$ cat config.mk
export PLATFORM = sky130hd
export DESIGN_NAME = inst_prefetch
export DESIGN_NICKNAME = d
export VERILOG_FILES = /design/src/rtl/mips_pkg.sv /design/src/rtl/fetch_fifo.sv /design/src/rtl/inst_prefetch.sv
export SDC_FILE = /design/constraint.sdc
export NUM_CORES = 1
export LEC_CHECK = 0
export BUFFER_PORTS_ARGS = -buffer_cell sky130_fd_sc_hd__clkbuf_2
export CAP_MARGIN = 30
export CORE_UTILIZATION = 55
export CTS_CLUSTER_SIZE = 12
export DETAILED_ROUTE_END_ITERATION = 8
export GPL_ROUTABILITY_DRIVEN = 0
export PLACE_DENSITY_LB_ADDON = 0.25
export SYNTH_ARGS = -nofsm -noshare
export SYNTH_HDL_FRONTEND = slang
export SYNTH_HIERARCHICAL = 1
export SYNTH_SLANG_ARGS = --single-unit
$ cat constraint.sdc
create_clock -name clock -period 8.34 [get_ports clock]
set_input_delay 0.417 -clock clock [delete_from_list [all_inputs] [get_ports clock]]
set_output_delay 0.417 -clock clock [all_outputs]
set_load 0.005 [all_outputs]
$ cat src/rtl/mips_pkg.sv
// Shared definitions for the instruction-fetch front end.
//   InstW       : instruction / address width
//   DefDepth    : default prefetch queue depth
//   DefResetPc  : default first fetch address
//   fetch_state_e : prefetch FSM states (run / flush)
//   fetch_entry_t : one queue entry, {pc, inst}
package mips_pkg;

    localparam int unsigned InstW      = 32;
    localparam int unsigned DefDepth   = 4;
    localparam logic [31:0] DefResetPc = 32'h0000_0000;

    typedef enum logic {
        StRun,
        StFlush
    } fetch_state_e;

    typedef struct packed {
        logic [InstW-1:0] pc;
        logic [InstW-1:0] inst;
    } fetch_entry_t;

    // Fetch addresses are always word aligned; low bits are ignored.
    function automatic logic [InstW-1:0] word_align(input logic [InstW-1:0] addr);
        return {addr[InstW-1:2], 2'b00};
    endfunction

endpackage

$ cat src/rtl/fetch_fifo.sv
// Synchronous FIFO holding fetched {pc, inst} entries.
// Ports:
//   clock_i  : rising-edge clock
//   reset_i  : asynchronous active-high reset (storage cleared so the head reads 0)
//   push_i   : write data_i this cycle
//   data_i   : entry to write
//   pop_i    : drop the head entry this cycle (ignored when empty)
//   flush_i  : empty the queue at the clock edge; overrides push/pop
//   data_o   : head entry (registered storage)
//   valid_o  : queue holds at least one entry
//   count_o  : number of entries held
module fetch_fifo #(
    parameter int unsigned Depth = 4,
    parameter int unsigned Width = 64
) (
    input  logic                   clock_i,
    input  logic                   reset_i,
    input  logic                   push_i,
    input  logic [Width-1:0]       data_i,
    input  logic                   pop_i,
    input  logic                   flush_i,
    output logic [Width-1:0]       data_o,
    output logic                   valid_o,
    output logic [$clog2(Depth):0] count_o
);

    localparam int unsigned PtrW = $clog2(Depth);
    localparam logic [PtrW:0] FullCount = Depth[PtrW:0];

    logic [Width-1:0] mem_q [Depth];
    logic [PtrW-1:0]  wr_ptr_q, wr_ptr_d;
    logic [PtrW-1:0]  rd_ptr_q, rd_ptr_d;
    logic [PtrW:0]    count_q, count_d;
    logic             do_push, do_pop;

    assign do_pop  = pop_i & (count_q != '0);
    // A pop frees the slot being written, so push-while-full is fine alongside a pop.
    assign do_push = push_i & ((count_q != FullCount) | do_pop);

    always_comb begin
        wr_ptr_d = wr_ptr_q;
        rd_ptr_d = rd_ptr_q;
        count_d  = count_q;
        if (flush_i) begin
            wr_ptr_d = '0;
            rd_ptr_d = '0;
            count_d  = '0;
        end else begin
            if (do_push) begin
                wr_ptr_d = wr_ptr_q + PtrW'(1);
            end
            if (do_pop) begin
                rd_ptr_d = rd_ptr_q + PtrW'(1);
            end
            case ({do_push, do_pop})
                2'b10:   count_d = count_q + (PtrW + 1)'(1);
                2'b01:   count_d = count_q - (PtrW + 1)'(1);
                default: count_d = count_q;
            endcase
        end
    end

    always_ff @(posedge clock_i or posedge reset_i) begin
        if (reset_i) begin
            wr_ptr_q <= '0;
            rd_ptr_q <= '0;
            count_q  <= '0;
            for (int i = 0; i < int'(Depth); i++) begin
                mem_q[i] <= '0;
            end
        end else begin
            wr_ptr_q <= wr_ptr_d;
            rd_ptr_q <= rd_ptr_d;
            count_q  <= count_d;
            if (do_push && !flush_i) begin
                mem_q[wr_ptr_q] <= data_i;
            end
        end
    end

    assign data_o  = mem_q[rd_ptr_q];
    assign valid_o = (count_q != '0);
    assign count_o = count_q;

endmodule

$ cat src/rtl/inst_prefetch.sv
// Instruction prefetcher: keeps a small queue of fetched instructions ahead of decode.
// Requests are issued on a credit basis (queued + outstanding < DEPTH) so a response
// always has a queue slot. A redirect empties the queue, restarts fetch at the new
// address and, while older requests are still in flight, discards their responses
// in the FLUSH state.
// Ports:
//   clock, reset            : rising-edge clock, asynchronous active-high reset
//   redirect, redirect_pc   : restart fetch at redirect_pc (low two bits ignored)
//   imem_req/addr/gnt       : memory request channel; addr held while req & !gnt
//   imem_rvalid/rdata       : in-order memory responses
//   inst_valid/inst/inst_pc : queue head presented to decode
//   inst_ready              : decode consumes the head this cycle
// Optional (macro PREFETCH_PERF_EN):
//   perf_drop  : saturating count of discarded responses
//   perf_empty : saturating count of out-of-reset cycles with inst_valid low
module inst_prefetch
    import mips_pkg::*;
#(
    parameter int unsigned DEPTH    = DefDepth,
    parameter logic [31:0] RESET_PC = DefResetPc
) (
    input  logic        clock,
    input  logic        reset,
    input  logic        redirect,
    input  logic [31:0] redirect_pc,
    output logic        imem_req,
    output logic [31:0] imem_addr,
    input  logic        imem_gnt,
    input  logic        imem_rvalid,
    input  logic [31:0] imem_rdata,
    output logic        inst_valid,
    output logic [31:0] inst,
    output logic [31:0] inst_pc,
    input  logic        inst_ready
`ifdef PREFETCH_PERF_EN
    ,
    output logic [15:0] perf_drop,
    output logic [15:0] perf_empty
`endif
);

    localparam int unsigned    CntW     = $clog2(DEPTH) + 1;
    localparam logic [CntW:0] DepthLim = (CntW + 1)'(DEPTH);

    fetch_state_e     state_q, state_d;
    logic [InstW-1:0] fetch_pc_q, fetch_pc_d;
    logic [CntW-1:0]  outstanding_q, outstanding_d;
    logic [CntW-1:0]  drop_cnt_q, drop_cnt_d;

    logic [CntW-1:0]  q_count;
    logic [CntW:0]    in_flight;
    logic             grant;
    logic             push;
    logic             pop;
    fetch_entry_t     push_entry;
    fetch_entry_t     head;

    assign in_flight = {1'b0, q_count} + {1'b0, outstanding_q};

    // Request is combinational so it can drop in the redirect cycle itself.
    assign imem_req  = ~reset & (state_q == StRun) & ~redirect & (in_flight < DepthLim);
    assign imem_addr = fetch_pc_q;
    assign grant     = imem_req & imem_gnt;

    // Responses in RUN belong to the current stream. The oldest outstanding request
    // was issued at fetch_pc - 4*outstanding, which gives the PC of this response.
    assign push          = imem_rvalid & (state_q == StRun) & ~redirect;
    assign push_entry.pc = fetch_pc_q - InstW'({outstanding_q, 2'b00});
    assign push_entry.inst = imem_rdata;
    assign pop           = inst_valid & inst_ready;

    fetch_fifo #(
        .Depth (DEPTH),
        .Width ($bits(fetch_entry_t))
    ) u_fifo (
        .clock_i (clock),
        .reset_i (reset),
        .push_i  (push),
        .data_i  (push_entry),
        .pop_i   (pop),
        .flush_i (redirect),
        .data_o  (head),
        .valid_o (inst_valid),
        .count_o (q_count)
    );

    assign inst    = head.inst;
    assign inst_pc = head.pc;

    always_comb begin
        state_d       = state_q;
        fetch_pc_d    = fetch_pc_q;
        drop_cnt_d    = drop_cnt_q;
        outstanding_d = outstanding_q + CntW'(grant) - CntW'(imem_rvalid);
        if (redirect) begin
            // Whatever is still in flight after this cycle's response must be dropped.
            fetch_pc_d = word_align(redirect_pc);
            drop_cnt_d = outstanding_q - CntW'(imem_rvalid);
            state_d    = (drop_cnt_d != '0) ? StFlush : StRun;
        end else begin
            case (state_q)
                StRun: begin
                    if (grant) begin
                        fetch_pc_d = fetch_pc_q + 32'd4;
                    end
                end
                StFlush: begin
                    if (imem_rvalid) begin
                        drop_cnt_d = drop_cnt_q - CntW'(1);
                        if (drop_cnt_q == CntW'(1)) begin
                            state_d = StRun;
                        end
                    end
                end
                default: state_d = StRun;
            endcase
        end
    end

    always_ff @(posedge clock or posedge reset) begin
        if (reset) begin
            state_q       <= StRun;
            fetch_pc_q    <= RESET_PC;
            outstanding_q <= '0;
            drop_cnt_q    <= '0;
        end else begin
            state_q       <= state_d;
            fetch_pc_q    <= fetch_pc_d;
            outstanding_q <= outstanding_d;
            drop_cnt_q    <= drop_cnt_d;
        end
    end

`ifdef PREFETCH_PERF_EN
    logic        drop_evt;
    logic [15:0] perf_drop_q;
    logic [15:0] perf_empty_q;

    // A response coinciding with a redirect is discarded as well.
    assign drop_evt = imem_rvalid & (redirect | (state_q == StFlush));

    always_ff @(posedge clock or posedge reset) begin
        if (reset) begin
            perf_drop_q  <= '0;
            perf_empty_q <= '0;
        end else begin
            if (drop_evt && (perf_drop_q != 16'hFFFF)) begin
                perf_drop_q <= perf_drop_q + 16'd1;
            end
            if (!inst_valid && (perf_empty_q != 16'hFFFF)) begin
                perf_empty_q <= perf_empty_q + 16'd1;
            end
        end
    end

    assign perf_drop  = perf_drop_q;
    assign perf_empty = perf_empty_q;
`endif

endmodule

==> metrics.md <==
| Metric | Value |
|---|---|
| Status | `completed` |
| Worst-path fanout max | `39` |
| Placed cell area | `~16000 um^2` |
| Largest area contributor in the netlist | `dfrtp_1` |
| Total GRT Usage | `23.0%` |
| Switching share of power | `26.3%` |
| Total CTS buffers | `34` |
| Mux cell area share after synthesis | `33.6%` |
| Max-Cap Viols | `0` |
| Peak supply drop | `roughly 140 uV` |
| Asr flop ratio synth | `100%` |
| Cell Pwr Density | `243 nW/um^2` |
| Lkg Pwr | `roughly 8.9 nW` |
| Vias/cell | `approximately 5.7` |
| Inserted Diodes | `0` |
| Nets@finish | `1254` |
| Routed len/inst | `around 21 um` |
| Fin crit period | `3.92 ns` |
| CP arrival | `4.30 ns` |
| Comb power frac | `a little under a quarter` |
| Vias in the first global route | `9280` |
| Largest family of logic cells by synthesized area | `multiplexers` |
| Post-synthesis compound-gate area fraction | `2.44%` |
| Synth-to-Final Area Change | `11.4%` |
| Final wirelength | `between 30000 and 40000 um` |
| Clock transition at path regs | `0.06 ns` |
| Pin count of the biggest net entering global routing | `128` |
| Seq cells post-synth | `300` |
| Finished Cell Area | `17500 um^2` |
| Tcrit/Tclk final | `47.0%` |
| HPWL Detailed | `~20000 um` |
| Area fraction of the dominant cell type after synthesis | `47.8%` |
| Synth Area in Simple Gates | `5.88%` |
| Clock share of power | `34.0%` |
| Post-CTS Repair Setup Buffers | `0` |
| Total number of H-tree levels | `2` |
| Initial DRC Count | `536` |
| Fin. max-slew vios | `0` |
| Crit-path max cell delay | `0.77 ns` |
| Clock Latency Late Sink | `0.50 ns` |
| Kind of critical path | `flop to flop` |
| Antenna violations before repair | `0` |
| Sequential area share after synthesis | `a little under half` |
| Final setup viols | `0` |
| Slew headroom | `29.1%` |
| CTS max path bufs | `3` |
| Worst Max-Slew Pin Slew | `around 1.1 ns` |
| Sw Pwr | `1.12 mW` |
| Die width | `171 um` |
| Ratio of cells with drive above 1 in the final layout | `47.9%` |
| Resized Gates After CTS | `0` |
| Int Power | `between 3 and 4 mW` |
| Total I/O pin count | `168` |
| CTS Hold Bufs | `0` |
| Fin. Hold Viols | `0` |
| I/O Buffers | `163` |
| Post-Route Setup TNS | `0 ns` |
| YS warnings | `6` |
| Data required time of the worst path | `8.72 ns` |
| Clock skew | `0.00950 ns` |
| Grt ovf | `0` |
| Hold WC Path Type | `input port to asynchronous set/reset pin` |
| Std cell rows | `between 60 and 70` |
| CP cell instances | `or3_2, and2_1, or4b_4, nand4b_4, buf_4, mux2_2` |
| CP startpoint kind | `flop` |
| CP max stage cell | `buf_4` |
| Synth Area in Adders | `1.66%` |
| Initial core utilization | `between 50% and 60%` |
| Number of flops mapped to enable cells by yosys | `0` |
| Count of cell types in the netlist | `65` |
| Unrepaired setup endpoints after global routing | `false` |
| Drt first pass iters | `5` |
| Core footprint | `27900 um^2` |
| Detailed-route via count | `8901` |
| Mean Syn Cell Area | `~15 um^2` |
| Routed Antenna Nets | `0` |
| Crit. End Element | `flop` |
| Drc violations | `0` |
| Root buffer cell | `clkbuf_16` |
| CTS sink cnt | `300` |
| Post-Syn Area | `15700 um^2` |
| Ys flop type | `dfrtp_1` |
| Die area | `roughly 30000 um^2` |
| Synth Area in XOR/XNOR | `3.23%` |
| Top post-synthesis cells by area | `dfrtp_1 48%, mux2_4 23%, mux4_2 9.2%` |
| CTS tree | `yes` |
| DIE HEIGHT | `171 um` |
| Reg power frac | `42.7%` |
| Max Fclk | `roughly 0.26 GHz` |
| Mapped Cells | `1018` |
| Global-route wire length before repair | `approximately 52000 um` |
==> cell families (layout without fill, tap and decap cells) <==
group,Yosys count,count (layout)
buffers and inverters,92,250
AOI/OAI and AO/OA,61,61
muxes,325,325
other,1,10
DFF,300,300
and+or+nand+nor,162,162
xor gates and xnor gates,58,58
adders and majority gates,19,19
==> power by group through the flow <==
stage | clock network, mW | registers [mW] | logic, mW
6_report | 1.45 | 1.82 | 0.990
5_1_grt | 1.55 | 1.85 | 1.09
4_1_cts | 1.49 | 1.82 | 1.00
3_5_place_dp | 0 | 1.84 | 1.00
3_3_place_gp | 0 | 1.83 | 0.979
2_1_floorplan | 0 | 1.78 | 0.703
==> through the flow <==
stage | hold slack (ns) | total power [mW] | cells | utilization, % | worst slack [ns]
2_1_floorplan | 0.474 | 2.49 | 1027 | - | 0.683
3_3_place_gp | 0.483 | 2.81 | 1506 | 58.7 | 4.39
3_5_place_dp | 0.489 | 2.84 | 1506 | 58.7 | 4.42
4_1_cts | 0.0909 | 4.31 | 1562 | 62.6 | 4.42
5_1_grt | 0.137 | 4.49 | 1563 | 62.7 | 4.27
6_report | 0.0823 | 4.26 | 1563 | 62.7 | 4.42
==> critical path: cells and delay by family (launching register included) <==
| kind | cells | cell delay, ns |
|---|---|---|
| multiplexers | 1 | 0.41 |
| AND/OR/NAND/NOR | 4 | 2.10 |
| flip-flops | 1 | 0.50 |
| buffers and inverters | 1 | 0.77 |
==> area by class of cell <==
| cell class | count | area, um^2 |
|---|---|---|
| Clock buffer | 51 | 1040 |
| Clock inverter | 5 | 56.3 |
| Fill cell | 2088 | 10400 |
| Inverter | 19 | 78.8 |
| Multi-Input combinational cell | 635 | 7430 |
| Sequential cell | 300 | 7510 |
| Tap cell | 378 | 473 |
| Timing Repair Buffer | 175 | 926 |
==> synthesized netlist by cell type (4+ instances only) <==
cell and number:
xor2_1 34, dfrtp_1 300, or3_1 5, mux4_2 64
nor2_1 23, xnor2_1 24, ha_1 16, o21ai_0 30
nor4_1 8, buf_1 7, nand3_1 19, and2_1 4
nand4b_2 4, or4_1 4, nand4_1 13, a31oi_1 5
mux2_2 18, nor3_1 15, inv_1 19, nand2_1 44
a21oi_1 4, buf_2 12, buf_12 28, clkbuf_1 19
mux2_4 240
==> final timing paths <==
kind	startpoint	end	slack, ns	depth (start not counted)
worst min register to register	u_fifo/mem_q[79]$_DFFE_PP0P_	u_fifo/mem_q[79]$_DFFE_PP0P_	0.50	1
worst max-delay path	u_fifo/count_o[2]$_DFFE_PP0P_	u_fifo/mem_q[251]$_DFFE_PP0P_	4.42	6
worst max register to register	u_fifo/count_o[2]$_DFFE_PP0P_	u_fifo/mem_q[251]$_DFFE_PP0P_	4.42	6
max in group asynchronous	reset	u_fifo/wr_ptr_q[0]$_DFFE_PP0P_	6.72	3
min in group clock	redirect_pc[2]	imem_addr[2]$_DFFE_PP0P_	0.13	3
worst min-delay path	reset	imem_addr[2]$_DFFE_PP0P_	0.08	2
==> metal layers <==
metal | GRT usage, % | share of wire (%) | vias to the layer above
met5 | 0 | 0 | -
met4 | 6.21 | 2.1 | 0
met3 | 3.47 | 4.6 | 55
met2 | 34.9 | 46 | 238
met1 | 34.4 | 48 | 4623
li1 | - | - | 3985
==> flip-flops by register name, summed over array words and instances, names as in the netlist <==
| name | flops |
|---|---|
| outstanding_q | 3 |
| u_fifo/mem_q | 256 |
| state_q | 1 |
| u_fifo/rd_ptr_q | 2 |
| imem_addr | 30 |
| u_fifo/count_o | 3 |
| drop_cnt_q | 3 |
| u_fifo/wr_ptr_q | 2 |
==> cells in the final DEF, fill, tap and decap left out, drive strengths merged, types with 3 or more instances in the layout <==
cell type / count
a211oi: 3
a21oi: 4
a31oi: 5
and2: 4
and3: 4
buf: 12
clkbuf: 214
conb: 10
dfrtp: 300
fa: 3
ha: 16
inv: 20
mux2: 258
mux2i: 3
mux4: 64
nand2: 44
nand3: 19
nand4: 13
nand4b: 4
nor2: 23
nor3: 17
nor4: 9
o21ai: 31
o31ai: 3
or3: 6
or4: 5
xnor2: 24
xor2: 34
(Power assumes the default switching activity.)
